[config.mk]
export PLATFORM = sky130hd
export DESIGN_NAME = spi_slave_cfg
export DESIGN_NICKNAME = d
export VERILOG_FILES = /design/src/rtl/spi_slave_cfg.sv
export SDC_FILE = /design/constraint.sdc
export NUM_CORES = 1
export LEC_CHECK = 0
export ABC_AREA = 1
export CAP_MARGIN = 40
export CORE_ASPECT_RATIO = 0.5
export CORE_MARGIN = 5
export CORE_UTILIZATION = 50
export CTS_CLUSTER_SIZE = 28
export DETAILED_ROUTE_END_ITERATION = 8
export PLACE_DENSITY = 0.79
export SETUP_SLACK_MARGIN = 0.05
export SYNTH_ARGS = -nofsm -noshare
export SYNTH_HDL_FRONTEND = slang
export SYNTH_SLANG_ARGS = --single-unit
[constraint.sdc]
create_clock -name clk -period 5.1 [get_ports clk]
set_input_delay 0.765 -clock clk [delete_from_list [all_inputs] [get_ports clk]]
set_output_delay 0.765 -clock clk [all_outputs]
set_load 0.005 [all_outputs]
[src/rtl/spi_slave_cfg.sv]
// -----------------------------------------------------------------------------
// spi_slave_cfg
//
// SPI slave with configurable frame length, SPI mode and bit order.
//
// The asynchronous SPI pins (ss, sclk, mosi) are brought into the clk domain
// through 2-flop synchronizers. sclk edges are found by comparing the
// synchronized sclk with a copy delayed by one clk. A single-entry transmit
// buffer feeds each frame. Every complete frame is published on rx_data with
// a one-clk rx_valid pulse.
//
// Parameters
//   FRAME_BITS : bits per frame, 2..32
//   SPI_MODE   : 0..3, CPOL = SPI_MODE[1], CPHA = SPI_MODE[0]
//   MSB_FIRST  : 1 = MSB first on mosi/miso, 0 = LSB first
//
// Ports
//   clk         : system clock, rising edge
//   reset       : asynchronous active-high reset
//   ss          : slave select, active low (async to clk)
//   sclk        : SPI serial clock (async to clk)
//   mosi        : serial data from the master
//   miso        : serial data to the master, 0 while idle
//   tx_data     : word for the next transmitted frame
//   tx_load     : write strobe for tx_data
//   tx_ready    : transmit buffer empty
//   rx_data     : last complete received frame
//   rx_valid    : one-clk pulse marking a new rx_data
//   busy        : a frame is in progress
//   tx_underrun : frame started with the transmit buffer empty
//
// Optional feature
//   SPI_SLAVE_CFG_UNDERRUN_EN : when defined, tx_underrun pulses for one clk
//   whenever a frame loads from an empty buffer. When undefined, tx_underrun
//   is tied 0. An empty buffer always shifts out zeros.
// -----------------------------------------------------------------------------
module spi_slave_cfg #(
  parameter int FRAME_BITS = 20,
  parameter int SPI_MODE   = 0,
  parameter int MSB_FIRST  = 1
) (
  input  logic                  clk,
  input  logic                  reset,
  input  logic                  ss,
  input  logic                  sclk,
  input  logic                  mosi,
  output logic                  miso,
  input  logic [FRAME_BITS-1:0] tx_data,
  input  logic                  tx_load,
  output logic                  tx_ready,
  output logic [FRAME_BITS-1:0] rx_data,
  output logic                  rx_valid,
  output logic                  busy,
  output logic                  tx_underrun
);

  localparam int CW = $clog2(FRAME_BITS + 1);
  localparam bit CPOL = ((SPI_MODE / 2) % 2) == 1;
  localparam bit CPHA = (SPI_MODE % 2) == 1;
  localparam bit SAMPLE_ON_RISE = (CPOL == CPHA);
  localparam logic [CW-1:0] LAST_COUNT = CW'(FRAME_BITS);

  typedef enum logic [1:0] {
    IDLE   = 2'd0,
    ACTIVE = 2'd1,
    DONE   = 2'd2
  } state_t;

  // Bit-order helpers: the bit that goes out first, the word after that bit
  // has gone out, and the receive word after a new bit comes in.
  function automatic logic first_bit(input logic [FRAME_BITS-1:0] w);
    if (MSB_FIRST != 0) return w[FRAME_BITS-1];
    else                return w[0];
  endfunction

  function automatic logic [FRAME_BITS-1:0] drop_bit(input logic [FRAME_BITS-1:0] w);
    if (MSB_FIRST != 0) return {w[FRAME_BITS-2:0], 1'b0};
    else                return {1'b0, w[FRAME_BITS-1:1]};
  endfunction

  function automatic logic [FRAME_BITS-1:0] push_bit(input logic [FRAME_BITS-1:0] w,
                                                      input logic b);
    if (MSB_FIRST != 0) return {w[FRAME_BITS-2:0], b};
    else                return {b, w[FRAME_BITS-1:1]};
  endfunction

  // Synchronizers. ss resets to "low" and is only trusted once it has been
  // seen high (ss_armed_q), so a frame never starts from an ss that was
  // already low when reset was released. sclk resets to its idle level so
  // that reset release does not look like an edge.
  logic ss_meta_q, ss_sync_q;
  logic sclk_meta_q, sclk_sync_q, sclk_dly_q;
  logic mosi_meta_q, mosi_sync_q;

  always_ff @(posedge clk or posedge reset) begin
    if (reset) begin
      ss_meta_q   <= 1'b0;
      ss_sync_q   <= 1'b0;
      sclk_meta_q <= CPOL;
      sclk_sync_q <= CPOL;
      sclk_dly_q  <= CPOL;
      mosi_meta_q <= 1'b0;
      mosi_sync_q <= 1'b0;
    end else begin
      ss_meta_q   <= ss;
      ss_sync_q   <= ss_meta_q;
      sclk_meta_q <= sclk;
      sclk_sync_q <= sclk_meta_q;
      sclk_dly_q  <= sclk_sync_q;
      mosi_meta_q <= mosi;
      mosi_sync_q <= mosi_meta_q;
    end
  end

  logic sclk_rise, sclk_fall, sample_edge, shift_edge;
  assign sclk_rise   = sclk_sync_q & ~sclk_dly_q;
  assign sclk_fall   = ~sclk_sync_q & sclk_dly_q;
  assign sample_edge = SAMPLE_ON_RISE ? sclk_rise : sclk_fall;
  assign shift_edge  = SAMPLE_ON_RISE ? sclk_fall : sclk_rise;

  state_t                state_q, state_d;
  logic [CW-1:0]         count_q, count_d;
  logic [FRAME_BITS-1:0] tx_shift_q, tx_shift_d;
  logic [FRAME_BITS-1:0] rx_shift_q, rx_shift_d;
  logic [FRAME_BITS-1:0] rx_data_q, rx_data_d;
  logic [FRAME_BITS-1:0] tx_buf_q, tx_buf_d;
  logic                  tx_ready_q, tx_ready_d;
  logic                  miso_q, miso_d;
  logic                  rx_valid_q, rx_valid_d;
  logic                  busy_q, busy_d;
  logic                  ss_armed_q, ss_armed_d;
  logic                  frame_load;
  logic [FRAME_BITS-1:0] load_word;

  // An empty buffer sends zeros.
  assign load_word = tx_ready_q ? '0 : tx_buf_q;

  // Frame FSM. miso already holds the first bit when the frame loads, so
  // the shift edge only advances it once a bit has been sampled
  // (count != 0). That one rule suppresses the leading shift edge in CPHA=1
  // and the trailing shift edge of the previous frame in back-to-back CPHA=0.
  always_comb begin
    state_d    = state_q;
    count_d    = count_q;
    tx_shift_d = tx_shift_q;
    rx_shift_d = rx_shift_q;
    rx_data_d  = rx_data_q;
    miso_d     = miso_q;
    rx_valid_d = 1'b0;
    frame_load = 1'b0;
    ss_armed_d = ss_armed_q | ss_sync_q;

    case (state_q)
      IDLE: begin
        miso_d  = 1'b0;
        count_d = '0;
        if (!ss_sync_q && ss_armed_q) frame_load = 1'b1;
      end
      ACTIVE: begin
        if (ss_sync_q) begin
          state_d = IDLE;
          count_d = '0;
          miso_d  = 1'b0;
        end else if (sample_edge) begin
          rx_shift_d = push_bit(rx_shift_q, mosi_sync_q);
          count_d    = count_q + CW'(1);
          if (count_d == LAST_COUNT) state_d = DONE;
        end else if (shift_edge && (count_q != '0)) begin
          miso_d     = first_bit(tx_shift_q);
          tx_shift_d = drop_bit(tx_shift_q);
        end
      end
      DONE: begin
        rx_data_d  = rx_shift_q;
        rx_valid_d = 1'b1;
        if (!ss_sync_q) begin
          frame_load = 1'b1;
        end else begin
          state_d = IDLE;
          count_d = '0;
          miso_d  = 1'b0;
        end
      end
      default: begin
        state_d = IDLE;
        count_d = '0;
        miso_d  = 1'b0;
      end
    endcase

    if (frame_load) begin
      state_d    = ACTIVE;
      count_d    = '0;
      miso_d     = first_bit(load_word);
      tx_shift_d = drop_bit(load_word);
    end
  end

  // Transmit buffer. A frame load frees the buffer in the same cycle, so a
  // coincident tx_load is accepted after the old word has been taken.
  always_comb begin
    tx_buf_d   = tx_buf_q;
    tx_ready_d = tx_ready_q;
    if (frame_load) tx_ready_d = 1'b1;
    if (tx_load && (tx_ready_q || frame_load)) begin
      tx_buf_d   = tx_data;
      tx_ready_d = 1'b0;
    end
    busy_d = (state_d != IDLE);
  end

  // State and datapath registers.
  always_ff @(posedge clk or posedge reset) begin
    if (reset) begin
      state_q    <= IDLE;
      count_q    <= '0;
      tx_shift_q <= '0;
      rx_shift_q <= '0;
      rx_data_q  <= '0;
      tx_buf_q   <= '0;
      tx_ready_q <= 1'b1;
      miso_q     <= 1'b0;
      rx_valid_q <= 1'b0;
      busy_q     <= 1'b0;
      ss_armed_q <= 1'b0;
    end else begin
      state_q    <= state_d;
      count_q    <= count_d;
      tx_shift_q <= tx_shift_d;
      rx_shift_q <= rx_shift_d;
      rx_data_q  <= rx_data_d;
      tx_buf_q   <= tx_buf_d;
      tx_ready_q <= tx_ready_d;
      miso_q     <= miso_d;
      rx_valid_q <= rx_valid_d;
      busy_q     <= busy_d;
      ss_armed_q <= ss_armed_d;
    end
  end

  assign miso     = miso_q;
  assign tx_ready = tx_ready_q;
  assign rx_data  = rx_data_q;
  assign rx_valid = rx_valid_q;
  assign busy     = busy_q;

`ifdef SPI_SLAVE_CFG_UNDERRUN_EN
  logic tx_underrun_q, tx_underrun_d;

  // Flag frames that load from an empty buffer.
  always_comb begin
    tx_underrun_d = frame_load & tx_ready_q;
  end

  always_ff @(posedge clk or posedge reset) begin
    if (reset) tx_underrun_q <= 1'b0;
    else       tx_underrun_q <= tx_underrun_d;
  end

  assign tx_underrun = tx_underrun_q;
`else
  assign tx_underrun = 1'b0;
`endif

endmodule

==> impl_results.html <==
<table>
<tr><th>Metric</th><th>Value</th></tr>
<tr><th colspan="2">Run status</th></tr>
<tr><td>Run status</td><td>finished clean</td></tr>
<tr><th colspan="2">Power</th></tr>
<tr><td>Switching power share of the total</td><td>0.265</td></tr>
<tr><td>Reported leakage power</td><td>2.33 nW</td></tr>
<tr><td>Maximum resistive drop on vdd</td><td>166 uV</td></tr>
<tr><td>Proportion of power drawn by flip-flops and latches</td><td>0.500</td></tr>
<tr><td>Net Sw Power</td><td>0.000501 W</td></tr>
<tr><td>Power per unit of standard cell area</td><td>381 nW/um^2</td></tr>
<tr><td>P_int</td><td>0.00139 W</td></tr>
<tr><td>Relative contribution of combinational cells to total power</td><td>0.132</td></tr>
<tr><td>Share of total power in the clock network</td><td>0.368</td></tr>
<tr><th colspan="2">Drt</th></tr>
<tr><td>Routed WL</td><td>7.43 mm</td></tr>
<tr><td>Routed length per instance</td><td>12.0 um</td></tr>
<tr><td>Number of violations reported at the end of detailed-routing iteration 0</td><td>191</td></tr>
<tr><td>Vias after detailed routing</td><td>3017</td></tr>
<tr><td>Vias per cell</td><td>4.89</td></tr>
<tr><td>Residual DRC count</td><td>0</td></tr>
<tr><td>Number of nets still failing antenna checks after routing</td><td>0</td></tr>
<tr><td>Detailed-routing iteration count for the pre-antenna-repair pass</td><td>4</td></tr>
<tr><th colspan="2">Worst setup path</th></tr>
<tr><td>Startpoint kind of the worst setup timing path</td><td>flip-flop</td></tr>
<tr><td>Data arrival at the endpoint of the critical path</td><td>2.88 ns</td></tr>
<tr><td>CP Class</td><td>flip-flop to flip-flop</td></tr>
<tr><td>Endpoint required time on the critical path</td><td>5.38 ns</td></tr>
<tr><td>Type of element capturing the critical path</td><td>flip-flop</td></tr>
<tr><td>Maximum fanout along the worst path</td><td>63</td></tr>
<tr><th colspan="2">Clock tree</th></tr>
<tr><td>Count of hold-fix buffers inserted at cts</td><td>0</td></tr>
<tr><td>Clock Tree Root</td><td>clkbuf_16</td></tr>
<tr><td>Total number of clock tree sinks</td><td>98</td></tr>
<tr><td>Register clock-pin slew on the reported worst setup and hold paths</td><td>0.07 ns</td></tr>
<tr><td>Longest Clk Path Bufs</td><td>2</td></tr>
<tr><td>Post-CTS setup-driven buffer insertion count</td><td>0</td></tr>
<tr><td>Count of H-tree levels built during CTS</td><td>3</td></tr>
<tr><td>Clk_lat worst skew</td><td>0.35 ns</td></tr>
<tr><td>Clock tree from TritonCTS</td><td>built</td></tr>
<tr><td>CTS Buf Count</td><td>9</td></tr>
<tr><td>Post-cts repair resize count</td><td>0</td></tr>
<tr><th colspan="2">Synthesis</th></tr>
<tr><td>Syn Std Cell Area</td><td>4050 um^2</td></tr>
<tr><td>Most used flip-flop cell after synthesis</td><td>dfrtp_1</td></tr>
<tr><td>Number of storage elements in the synthesis netlist</td><td>98</td></tr>
<tr><td>Cell variety after synth</td><td>23</td></tr>
<tr><td>Most used standard cell by instance count after synthesis</td><td>nand2_1</td></tr>
<tr><td>Count of flip-flops with a built-in enable after synthesis</td><td>0</td></tr>
<tr><td>Library cell occupying the most area in the post-synthesis netlist</td><td>dfrtp_1</td></tr>
<tr><td>Post-synthesis sequential area ratio</td><td>0.606</td></tr>
<tr><td>Leading cell types by total area after synthesis</td><td>dfrtp_1, nand2_1, o21ai_0</td></tr>
<tr><td>Area share of the largest cell type after synthesis</td><td>0.600</td></tr>
<tr><td>Cells after Synth</td><td>461</td></tr>
<tr><td>Yosys warns</td><td>0</td></tr>
<tr><td>List of most frequent post-synthesis cells</td><td>nand2_1, dfrtp_1, o21ai_0</td></tr>
<tr><td>Nets in the synthesized netlist</td><td>489</td></tr>
<tr><td>Post-synth ARST share</td><td>1.00</td></tr>
<tr><td>Per-instance average area after synthesis</td><td>8.78 um^2</td></tr>
<tr><th colspan="2">GRT</th></tr>
<tr><td>Via count of the first global-routing pass</td><td>2929</td></tr>
<tr><td>First-pass GRT wire length</td><td>13.2 mm</td></tr>
<tr><td>Number of antenna violations at the first check in global routing</td><td>0</td></tr>
<tr><td>Global router's overall resource usage</td><td>0.166</td></tr>
<tr><td>Sum of overflow across all layers after global routing</td><td>0</td></tr>
<tr><td>Maximum number of pins on one net before global-route repair</td><td>64</td></tr>
<tr><th colspan="2">STA</th></tr>
<tr><td>Max-slew violation total from the final report</td><td>0</td></tr>
<tr><td>Unrepaired setup endpoints after global routing</td><td>false</td></tr>
<tr><td>Hold slack</td><td>0.353 ns</td></tr>
<tr><td>Achievable frequency</td><td>385 MHz</td></tr>
<tr><td>Fin Setup TNS</td><td>0 ns</td></tr>
<tr><td>Final Hold Fails</td><td>0</td></tr>
<tr><td>Final-report setup violation count</td><td>0</td></tr>
<tr><td>Clock Skews</td><td>0.00996 ns</td></tr>
<tr><td>Tightest slew margin relative to the limit</td><td>0.518</td></tr>
<tr><td>Final critical delay including setup and external delays</td><td>2.60 ns</td></tr>
<tr><td>Final Cycle Share</td><td>0.509</td></tr>
<tr><td>Actual transition at the worst max-transition pin</td><td>0.723 ns</td></tr>
<tr><th colspan="2">Final layout</th></tr>
<tr><td>Count of antenna diodes in the layout</td><td>0</td></tr>
<tr><td>Share of cells above drive strength 1</td><td>0.0535</td></tr>
<tr><td>Final cell utilization of the core</td><td>0.624</td></tr>
<tr><td>Synth-to-layout area growth</td><td>22.6%</td></tr>
<tr><td>Final instance area</td><td>4960 um^2</td></tr>
<tr><td>Post-layout net count</td><td>528</td></tr>
<tr><th colspan="2">Job</th></tr>
<tr><td>Max-cap check violation count</td><td>0</td></tr>
<tr><th colspan="2">Placed design</th></tr>
<tr><td>Count of port buffers added during placement</td><td>49</td></tr>
<tr><td>Global placer's final weighted congestion</td><td>0.790</td></tr>
<tr><td>Area after DPL</td><td>4650 um^2</td></tr>
<tr><td>DPL Wire Length</td><td>4.94 mm</td></tr>
<tr><th colspan="2">Floorplanning</th></tr>
<tr><td>CORE AREA</td><td>7940 um^2</td></tr>
<tr><td>Die Span Y</td><td>73.6 um</td></tr>
<tr><td>Number of I/O pins</td><td>51</td></tr>
<tr><td>Die area</td><td>10100 um^2</td></tr>
<tr><td>Num rows</td><td>23</td></tr>
<tr><td>Starting density of the core</td><td>0.509</td></tr>
<tr><td>Chip Width</td><td>137 um</td></tr>
<tr><th colspan="2">Worst hold path</th></tr>
<tr><td>Hold WC Path Type</td><td>flip-flop to flip-flop</td></tr>
</table>
worst max-delay path, cell delays in order (launching register included):
cell	delay, ns
dfrtp_1	0.45
o211ai_4	0.19
buf_4	0.46
nand2_1	0.53
nand2_1	0.64
nand2_1	0.14
nand2_1	0.09
worst paths after layout:
path                                  start       endpoint  slack, ns  cells after the start
worst min register to register  sclk_meta_q    sclk_sync_q       0.35                      0
worst min-delay path            sclk_meta_q    sclk_sync_q       0.35                      0
worst max register to register   state_q[1]    tx_buf_q[5]       2.50                      6
max in group asynchronous             reset  tx_shift_q[3]       3.24                      3
min in group asynchronous             reset    rx_data[14]       0.91                      2
worst max-delay path             state_q[1]    tx_buf_q[5]       2.50                      6
power groups by stage:
stage | registers (W) | clock network, W | logic (W)
floorplan | 0.000941 | 0 | 0.000190
CTS | 0.000945 | 0.000713 | 0.000254
detailed placement | 0.000957 | 0 | 0.000253
finish | 0.000945 | 0.000695 | 0.000249
global placement | 0.000956 | 0 | 0.000239
global route | 0.000958 | 0.000748 | 0.000296
through the flow:
| step | setup slack (ns) | total power [W] | instances |
|---|---|---|---|
| floorplan | 1.77 | 0.00113 | 461 |
| global placement | 2.53 | 0.00119 | 598 |
| detailed placement | 2.42 | 0.00121 | 601 |
| CTS | 2.48 | 0.00191 | 617 |
| global route | 2.20 | 0.00200 | 617 |
| finish | 2.50 | 0.00189 | 617 |
cells in the final DEF, fill, tap and decap left out:
cell type        Yosys  routed
buf_6                1       1
buf_16               0       2
clkbuf_8             0       1
buf_4                2       2
dfrtp_1             97      97
o211ai_4             0       1
nor3_4               1       1
a21oi_1              2       2
xor2_1               1       1
inv_6                0       4
nor2_1               5       5
conb_1               1       1
o22ai_1              3       3
nand4_1              3       3
nand2_1            172     172
inv_1               33      32
xnor2_1              1       1
ha_1                 2       2
clkbuf_16            0       9
clkdlybuf4s50_1      0      49
nand2_2              1       1
dfstp_2              1       1
bufinv_16            0       1
o21ai_0             62      62
nand3_1             48      48
or2_2                1       1
clkinv_2             0       1
inv_4                0       1
kinds of logic after synthesis:
family	after synthesis	share of synthesized area
AO/OA/AOI/OAI	68	0.0869
XOR/XNOR	2	0.00433
adder cells (fa/ha/maj)	2	0.00618
buffers and inverters	59	0.0600
flip-flops	98	0.606
other	1	0.000927
AND/OR/NAND/NOR	231	0.235
routing by layer:
metal	vias up	wire (um)	part of all wire	GRT usage
li1	1548	-	-	-
met4	0	72	0.0097	0.0653
met2	72	3480	0.47	0.268
met1	1391	3460	0.47	0.212
met3	6	417	0.056	0.0513
met5	-	0	0	0
state kept, by name, summed over array words and instances (netlist names):
signal / cells
rx_data: 20
rx_shift_q: 20
tx_buf_q: 20
tx_shift_q: 19
count_q: 5
state_q: 2
busy: 1
miso: 1
mosi_meta_q: 1
mosi_sync_q: 1
rx_valid: 1
sclk_dly_q: 1
sclk_meta_q: 1
sclk_sync_q: 1
ss_armed_q: 1
ss_meta_q: 1
ss_sync_q: 1
tx_ready: 1
area by class of cell:
class,instances,area [um^2]
flip-flops and latches,98,2450
repair buffers,54,572
clock buffers,10,239
multi-input cells,304,1360
fillers,701,2980
well taps,112,140
inverters,33,126
clock inverters,6,70.1
Power figures use the tool's default switching activity.
